<file path="src/rtl/pixel_plot_buffer.sv">
// pixel_plot_buffer: show-ahead FIFO between the symbol drawers and the VGA adapter write port.
// Define PIX_CLIP_EN to drop off-screen requests and count them on clip_count.
module pixel_plot_buffer #(
  parameter int DEPTH = 16,
  parameter int AW    = 4,
  parameter int X_MAX = 160,
  parameter int Y_MAX = 120
) (
  input  logic          clk,
  input  logic          reset,
  input  logic          in_plot,
  input  logic [7:0]    in_x,
  input  logic [6:0]    in_y,
  input  logic [2:0]    in_colour,
  output logic          in_ready,
  output logic          out_plot,
  output logic [7:0]    out_x,
  output logic [6:0]    out_y,
  output logic [2:0]    out_colour,
  input  logic          out_ready,
  output logic [AW:0]   level,
  output logic          overflow,
  output logic [7:0]    clip_count
);

`ifdef PIX_CLIP_EN
  localparam logic ClipEn = 1'b1;
`else
  localparam logic ClipEn = 1'b0;
`endif

  localparam logic [AW:0] FullLevel = DEPTH[AW:0];
  localparam logic [8:0]  XLimit    = X_MAX[8:0];
  localparam logic [7:0]  YLimit    = Y_MAX[7:0];

  logic [17:0]   mem_q [DEPTH];
  logic [AW-1:0] wrPtr_q, wrPtr_d;
  logic [AW-1:0] rdPtr_q, rdPtr_d;
  logic [AW:0]   level_q, level_d;
  logic          overflow_q, overflow_d;
  logic [7:0]    clipCount_q, clipCount_d;

  logic full, empty, accept, clipHit, doWrite, doPop;

  // Full/empty come from the occupancy counter, never from pointer comparison.
  assign full     = (level_q == FullLevel);
  assign empty    = (level_q == '0);
  assign in_ready = !full;
  assign out_plot = !empty;

  assign accept  = in_plot && !full;
  assign clipHit = ClipEn && (({1'b0, in_x} >= XLimit) || ({1'b0, in_y} >= YLimit));
  assign doWrite = accept && !clipHit;
  assign doPop   = !empty && out_ready;

  assign {out_x, out_y, out_colour} = mem_q[rdPtr_q];
  assign level      = level_q;
  assign overflow   = overflow_q;
  assign clip_count = clipCount_q;

  always_comb begin
    wrPtr_d     = wrPtr_q;
    rdPtr_d     = rdPtr_q;
    level_d     = level_q;
    overflow_d  = overflow_q;
    clipCount_d = clipCount_q;
    if (doWrite) wrPtr_d = wrPtr_q + AW'(1);
    if (doPop)   rdPtr_d = rdPtr_q + AW'(1);
    case ({doWrite, doPop})
      2'b10:   level_d = level_q + (AW+1)'(1);
      2'b01:   level_d = level_q - (AW+1)'(1);
      default: level_d = level_q;
    endcase
    if (in_plot && full) overflow_d = 1'b1;
    if (accept && clipHit && (clipCount_q != 8'hFF)) clipCount_d = clipCount_q + 8'd1;
  end

  always_ff @(posedge clk or posedge reset) begin
    if (reset) begin
      wrPtr_q     <= '0;
      rdPtr_q     <= '0;
      level_q     <= '0;
      overflow_q  <= 1'b0;
      clipCount_q <= '0;
    end else begin
      wrPtr_q     <= wrPtr_d;
      rdPtr_q     <= rdPtr_d;
      level_q     <= level_d;
      overflow_q  <= overflow_d;
      clipCount_q <= clipCount_d;
    end
  end

  // Storage is reset so the head reads as zero until the first real push lands.
  always_ff @(posedge clk or posedge reset) begin
    if (reset) begin
      for (int i = 0; i < DEPTH; i++) mem_q[i] <= '0;
    end else if (doWrite) begin
      mem_q[wrPtr_q] <= {in_x, in_y, in_colour};
    end
  end

endmodule
</file>
<file path="config.mk">
export PLATFORM = sky130hd
export DESIGN_NAME = pixel_plot_buffer
export DESIGN_NICKNAME = d
export VERILOG_FILES = /design/src/rtl/pixel_plot_buffer.sv
export SDC_FILE = /design/constraint.sdc
export NUM_CORES = 1
export LEC_CHECK = 0
export BUFFER_PORTS_ARGS = -buffer_cell sky130_fd_sc_hd__buf_2
export CAP_MARGIN = 30
export CORE_MARGIN = 2
export CORE_UTILIZATION = 55
export DETAILED_ROUTE_END_ITERATION = 12
export GPL_TIMING_DRIVEN = 0
export PLACE_DENSITY = 0.71
export SETUP_SLACK_MARGIN = 0.2
export SYNTH_ARGS = -nofsm -noshare
export SYNTH_HDL_FRONTEND = slang
export SYNTH_SLANG_ARGS = --single-unit
</file>
<file path="constraint.sdc">
create_clock -name clk -period 16 [get_ports clk]
set_clock_uncertainty 0.05 [all_clocks]
set_input_delay 0.8 -clock clk [delete_from_list [all_inputs] [get_ports clk]]
set_output_delay 0.8 -clock clk [all_outputs]
set_load 0.02 [all_outputs]
</file>
==> results.cfg, run 1 <==
[cts]
clk_latency_ns = 0.50
cts_buffer_depth = 3
clkSinkCount = 302
cts_repair_resize_count = 0
ctsHtreeMaxLevel = 2
cts_inserted_buffers = 34
hold_buffer_count_at_cts = 0
postCtsSetupRepairBufs = 0
tritoncts = done
clkSlewWorstSetupHoldPaths_ns = 0.06
clockRootBuffer = sky130_fd_sc_hd__clkbuf_16

[place]
place.port_buffers = 47
global_placer_s_final_weighted_congestion = 0.789
place_hpwl_um = 20700
placedCellCount = 1326

[synth]
post_synth_inst_count = 940
top_area_cells_in_the_synthesized_netlist = sky130_fd_sc_hd__dfrtp_1 (53%), sky130_fd_sc_hd__mux2_2 (21%), sky130_fd_sc_hd__mux4_2 (5.7%), sky130_fd_sc_hd__mux2i_1 (5.1%), sky130_fd_sc_hd__a221oi_1 (2.2%)
ys_async_sr_fraction_pct = 100
count_of_flip_flops_with_a_built_in_enable_after_synthesis = 0
synth_cell_type_count = 41
post_synth_most_frequent_cells = sky130_fd_sc_hd__dfrtp_1 (302), sky130_fd_sc_hd__mux2_2 (269), sky130_fd_sc_hd__mux2i_1 (73)
synth.most_common_cell = sky130_fd_sc_hd__dfrtp_1
netlist.top_cell.by_area = sky130_fd_sc_hd__dfrtp_1
sequential_cell_area_fraction_in_the_yosys_report_pct = 53.0
synth_area_per_cell_um2 = 15.2
synthDominantCellAreaShare_pct = 53.0
synth_ff_type = sky130_fd_sc_hd__dfrtp_1
yosys_warning_count = 0
postSynthRegisterBits = 302
syn-cell-area_mm2 = 0.0143

[routing]
detailedRoute.firstPassIterationCount = 4
first_iter_violations = 554
route.detailed.vias_per_inst = 5.85
ant_nets = 0
wirelength_um = 29800
remaining_drc_errors = 0
route.detailed.wl_per_inst_um = 21.5
vias = 8113

[setup_path]
worstPathCellList = nor2b_1 -> clkbuf_1 -> clkbuf_1 -> a221oi_1 -> o21ai_0 -> nand2_1 -> buf_2
rr_startpoint = level[0]
critPathMaxFanout = 10
cp_data_arrival_time_ns = 2.90
regToRegEndpoint = level[4]
critical_path.startpoint = rdPtr_q[1]
worst-path-buf-inv = 3
rr_worst_depth = 8
critical_path.startpoint_type = register
critical_path.most_common_cell = sky130_fd_sc_hd__clkbuf_1
largest_delay_share_family_worst_path = buffers and inverters
crit_path_end_kind = output pin
path_class = register to output pin
timing.reg2reg.setup_slack_ns = 13.03
timing.critical_path.slowest_cell_delay_ns = 0.63
worst-endpoint-required_ns = 15.15
worst_path_max_delay_cell = sky130_fd_sc_hd__clkbuf_1

[sta]
rsz0062_at_grt = no
post-route-period-util_pct = 23.4
tightest_slew_ns = 0.823
slew_viol_final = 0
fin_tns_setup_ns = 0
final_count_of_negative_setup_slack_endpoints = 0
maxSlewHeadroom_pct = 45.2
finalWorstPathRequiredPeriod_ns = 3.75
maxClockFrequency_mhz = 267
final_hold_viol_count = 0

[global_route]
grt_start_max_net_pins = 117
grt_busiest_layer = met1
groute.usage.overall_pct = 23.2
total_global_routing_overflow = 0
via_count_of_the_first_global_routing_pass = 8301
global_route_wire_length_before_repair_um = 48000
gr-usage-met3_pct = 3.64
met1_use_gr_pct = 36.3
met2_usage_pct = 34.1
grt_antenna_before_repair = 0

[power_and_ir_drop]
totalPowerFinal_mw = 3.59
static-leakage-power_nw = 7.35
power_density_mw_per_mm2 = 223
max-vdd-ir-drop_mv = 0.118

[hold_path]
worst_min_path_class = primary input to async pin

[final_layout]
layout-drive-gt1-share_pct = 46.3
flow.area_growth_from_synthesis_pct = 12.7
fill_cells = 1920
n_antenna_cell = 0
final_cells = 1386
nets_final = 1064

[floorplan]
die_height_um = 165
die_width_um = 165
design.core.area_mm2 = 0.0253
boundaryPins = 56
die_area_mm2 = 0.0272
placementRows = 58
initial_core_util_pct = 56.3

[flow_run]
timing.max_cap.violations = 0

[outcome]
outcome = finished clean
## area by class of cell
cell class	count	area [µm²]	area share, %
Buffer	79	513	3.19
Clock buffer	53	1010	6.30
Clock inverter	7	63.8	0.397
Inverter	6	30.0	0.187
Multi-Input combinational cell	560	6190	38.5
Sequential cell	302	7560	47.0
Tap cell	330	413	2.57
Timing Repair Buffer	49	290	1.81
## worst reg2reg max path, cell delays in order (launching register included)
cell                       delay [ns]
sky130_fd_sc_hd__dfrtp_1         0.46
sky130_fd_sc_hd__nor4_4          0.48
sky130_fd_sc_hd__a21boi_1        0.35
sky130_fd_sc_hd__ha_1            0.38
sky130_fd_sc_hd__fa_1            0.42
sky130_fd_sc_hd__a21o_1          0.20
sky130_fd_sc_hd__a21oi_1         0.18
sky130_fd_sc_hd__mux2i_1         0.23
sky130_fd_sc_hd__xnor2_1         0.13
## registers in the layout, indices dropped and copies added, names as in the netlist
signal    cells
rdPtr_q       4
overflow      1
level         5
wrPtr_q       4
mem_q       288
## placed cells by master (no fill, tap or decap), drive strengths merged
cell type	netlist	final
dfrtp	302	302
mux2	290	290
buf	46	95
clkbuf	33	86
mux2i	73	73
a221oi	36	36
mux4	36	36
nand2	25	25
o21ai	21	21
a22oi	18	18
nand3	13	13
ha	9	9
xnor2	8	8
conb	1	8
clkinv	1	6
inv	5	6
nand4	5	5
nor2b	4	4
a21oi	2	2
xor2	2	2
a21boi	2	2
nor2	2	2
a21o	2	2
nor4	1	1
and2	1	1
a31o	1	1
fa	1	1
bufinv	0	1
## how the worst max path moves through the flow
stage                end  slack, ns  depth (start not counted)
2_1_floorplan   level[0]       6.80                          1
4_1_cts         out_x[7]      12.26                          7
6_report        out_x[7]      12.25                          7
3_3_place_gp   mem_q[93]       3.30                          2
3_5_place_dp    out_x[7]      12.80                          7
5_1_grt         out_y[3]      12.11                          7
## metal layers
metal,vias to the layer above,part of all wire [%]
met5,-,0
li1,3699,-
met2,156,45
met1,4223,50
met3,35,3.9
met4,0,1.6
## report_power, final
| group | internal, mW | switching [mW] |
|---|---|---|
| registers | 1.14 | 0.191 |
| logic | 0.750 | 0.757 |
| clock network | 0.451 | 0.298 |
| total | 2.34 | 1.25 |
## metrics by stage
step / utilization [%] / setup WS, ns / instance area (µm²) / hold WS [ns]
after floorplan: - / 6.80 / 14300 / 0.409
after global placement: 59.0 / 3.30 / 14900 / 0.395
after detailed placement: 59.2 / 12.80 / 15000 / 0.435
after CTS: 63.5 / 12.26 / 16100 / 0.376
after global routing: 63.5 / 12.11 / 16100 / 0.395
final: 63.5 / 12.25 / 16100 / 0.335
## logic make-up after synthesis
kind of cell | synth area share [%]
xor+xnor | 0.614
other cells | 0.0263
buf+inv | 3.76
fa+ha+maj | 0.930
compound gates | 4.33
simple gates | 3.12
flops | 53.0
mux | 34.2
No activity file was read; power rests on OpenSTA's default activity.
==> run 2: changes to the inputs <==
--- a/config.mk
+++ b/config.mk
@@ -11,7 +11,7 @@
 export CORE_UTILIZATION = 55
 export DETAILED_ROUTE_END_ITERATION = 12
 export GPL_TIMING_DRIVEN = 0
-export PLACE_DENSITY = 0.71
+export PLACE_DENSITY = 0.74
 export SETUP_SLACK_MARGIN = 0.2
 export SYNTH_ARGS = -nofsm -noshare
 export SYNTH_HDL_FRONTEND = slang
==> constraint.sdc (replaced) <==
create_clock -name clk -period 3.05 [get_ports clk]
set_clock_uncertainty 0.05 [all_clocks]
set_input_delay 0.1525 -clock clk [delete_from_list [all_inputs] [get_ports clk]]
set_output_delay 0.1525 -clock clk [all_outputs]
set_load 0.02 [all_outputs]
==> run 2 against run 1 <==
Compared with the run above: sequential share of layout area is 1.4 points lower; setup slack got worse by 12 ns; power rose to 5.3 times the previous value; critical path depth is 1 lower; core utilization is 2.0 points higher; first-iteration DRC count shrank 26%; global-route usage about the same; critical path type unchanged.
==> results.cfg, run 2 (synthesis gave the netlist of run 1 again) <==
[outcome]
outcome = finished clean

[routing]
first_iter_violations = 409
remaining_drc_errors = 0
detailedRoute.firstPassIterationCount = 4
vias = 8309
wirelength_um = 30300
route.detailed.wl_per_inst_um = 21.5
ant_nets = 0
route.detailed.vias_per_inst = 5.88

[global_route]
grt_start_max_net_pins = 42
via_count_of_the_first_global_routing_pass = 8555
groute.usage.overall_pct = 23.3
total_global_routing_overflow = 0
global_route_wire_length_before_repair_um = 48200
grt_antenna_before_repair = 0

[sta]
fin_ws_ns = 0.224
final_hold_viol_count = 0
final_count_of_negative_setup_slack_endpoints = 0
maxSlewHeadroom_pct = 48.8
timing.hold.ws_ns = 0.0602
rsz0062_at_grt = yes
slew_viol_final = 0
tightest_slew_ns = 0.769
maxClockFrequency_mhz = 354
post-route-period-util_pct = 92.7
finalWorstPathRequiredPeriod_ns = 2.83
fin_tns_setup_ns = 0

[setup_path]
critical_path.startpoint_type = register
path_class = register to output pin
worst_path_max_delay_cell = sky130_fd_sc_hd__a221oi_1
largest_delay_share_family_worst_path = buffers and inverters
timing.reg2reg.setup_slack_ns = 0.41
worst-path-buf-inv = 3
worst-endpoint-required_ns = 2.85
regToRegEndpoint = level[4]
crit_path_end_kind = output pin
worstPathCellList = clkinvlp_4 -> clkbuf_1 -> a221oi_1 -> o21ai_0 -> nand2_1 -> buf_2
rr_startpoint = level[3]
cp_data_arrival_time_ns = 2.62
rr_worst_depth = 9
critPathMaxFanout = 10
timing.critical_path.slowest_cell_delay_ns = 0.48

[final_layout]
largest-register = mem_q
n_antenna_cell = 0
final_cells = 1412
layout.cells.most_common_list = sky130_fd_sc_hd__dfrtp_1 (300), sky130_fd_sc_hd__mux2_2 (269), sky130_fd_sc_hd__mux2i_1 (73), sky130_fd_sc_hd__buf_2 (60), sky130_fd_sc_hd__mux4_2 (36)
layout-drive-gt1-share_pct = 49.7
fill_cells = 1827
mostFrequentLayoutCell = sky130_fd_sc_hd__dfrtp_1
nets_final = 1090
flow.area_growth_from_synthesis_pct = 16.2
final_design_area_no_fill_mm2 = 0.0166
multi_input_area_mm2 = 0.00635
final-seq-area_mm2 = 0.00756
largest_register_ffs = 288

[power_and_ir_drop]
power_density_mw_per_mm2 = 1150
static-leakage-power_nw = 7.57
max-vdd-ir-drop_mv = 0.659

[cts]
cts_buffer_depth = 3
clkSinkCount = 302
clkSlewWorstSetupHoldPaths_ns = 0.06
cts_inserted_buffers = 31
clk_latency_ns = 0.54
ctsHtreeMaxLevel = 1
clockRootBuffer = sky130_fd_sc_hd__clkbuf_16
tritoncts = done

[flow_run]
timing.max_cap.violations = 0

[floorplan]
placementRows = 58
die_height_um = 165
initial_core_util_pct = 56.3
die_width_um = 165
die_area_mm2 = 0.0272
design.core.area_mm2 = 0.0253
boundaryPins = 56

[place]
place_ws_ns = 0.0767
global_placer_s_final_weighted_congestion = 0.791
place_hpwl_um = 21300
place.port_buffers = 47
placedCellCount = 1333
dpl-instance-area_mm2 = 0.0151

[hold_path]
hold_path_end = rdPtr_q[0]
worstHoldPathCells = 3
hold_start = out_ready
worst_min_path_class = primary input to register
-- run 2: power by group --
group	internal [mW]	switching, mW
logic	4.13	4.21
clock network	2.21	1.56
registers	6.00	1.01
total	12.3	6.79
-- run 2: what timing repair did --
| item | 4_1_cts | 5_1_grt |
|---|---|---|
| endpoints found under the setup margin | 19 | 19 |
| resized for setup | 23 | 32 |
| hold buffers | 20 | 0 |
| hold endpoints to repair | 190 | 0 |
| pin swaps | 2 | 1 |
| buffers inserted | 1 | 1 |
-- run 2: how the worst max path moves through the flow --
stage / startpoint / endpoint / cells past startpoint
2_1_floorplan: reset / level[0] / 1
3_3_place_gp: reset / mem_q[75] / 2
6_report: rdPtr_q[3] / out_y[5] / 6
3_5_place_dp: level[0] / level[4] / 8
4_1_cts: rdPtr_q[2] / out_y[1] / 7
5_1_grt: rdPtr_q[0] / out_x[1] / 6
-- run 2: final cells by class --
type | instances | area share [%]
clock inverter | 17 | 1.03
tap | 330 | 2.49
buffer | 79 | 3.40
timing repair buffer | 78 | 3.85
sequential | 302 | 45.6
inverter | 6 | 0.181
multi-input combinational | 560 | 38.3
clock buffer | 40 | 5.13
-- run 2: metrics by stage --
step,power (mW),utilization [%]
after floorplan,12.8,-
after global placement,14.7,59.0
after detailed placement,15.0,59.7
after CTS,18.9,64.9
after global routing,20.2,65.4
final,19.1,65.4
-- run 2: worst reg2reg max path, stage by stage, from the launching register on --
cell and delay (ns):
sky130_fd_sc_hd__dfrtp_1 0.44, sky130_fd_sc_hd__nor4_4 0.29, sky130_fd_sc_hd__buf_4 0.19, sky130_fd_sc_hd__a21boi_2 0.16, sky130_fd_sc_hd__ha_2 0.27, sky130_fd_sc_hd__fa_1 0.41
sky130_fd_sc_hd__a21o_1 0.21, sky130_fd_sc_hd__a21oi_1 0.18, sky130_fd_sc_hd__mux2i_1 0.24, sky130_fd_sc_hd__xnor2_1 0.13
-- run 2: routing by layer --
metal	GRT usage, %	routed length, µm	vias to the layer above
met3	3.19	1520	52
met5	0	0	-
met1	34.7	14000	4360
met4	6.96	803	0
met2	35.8	14000	150
li1	-	-	3747
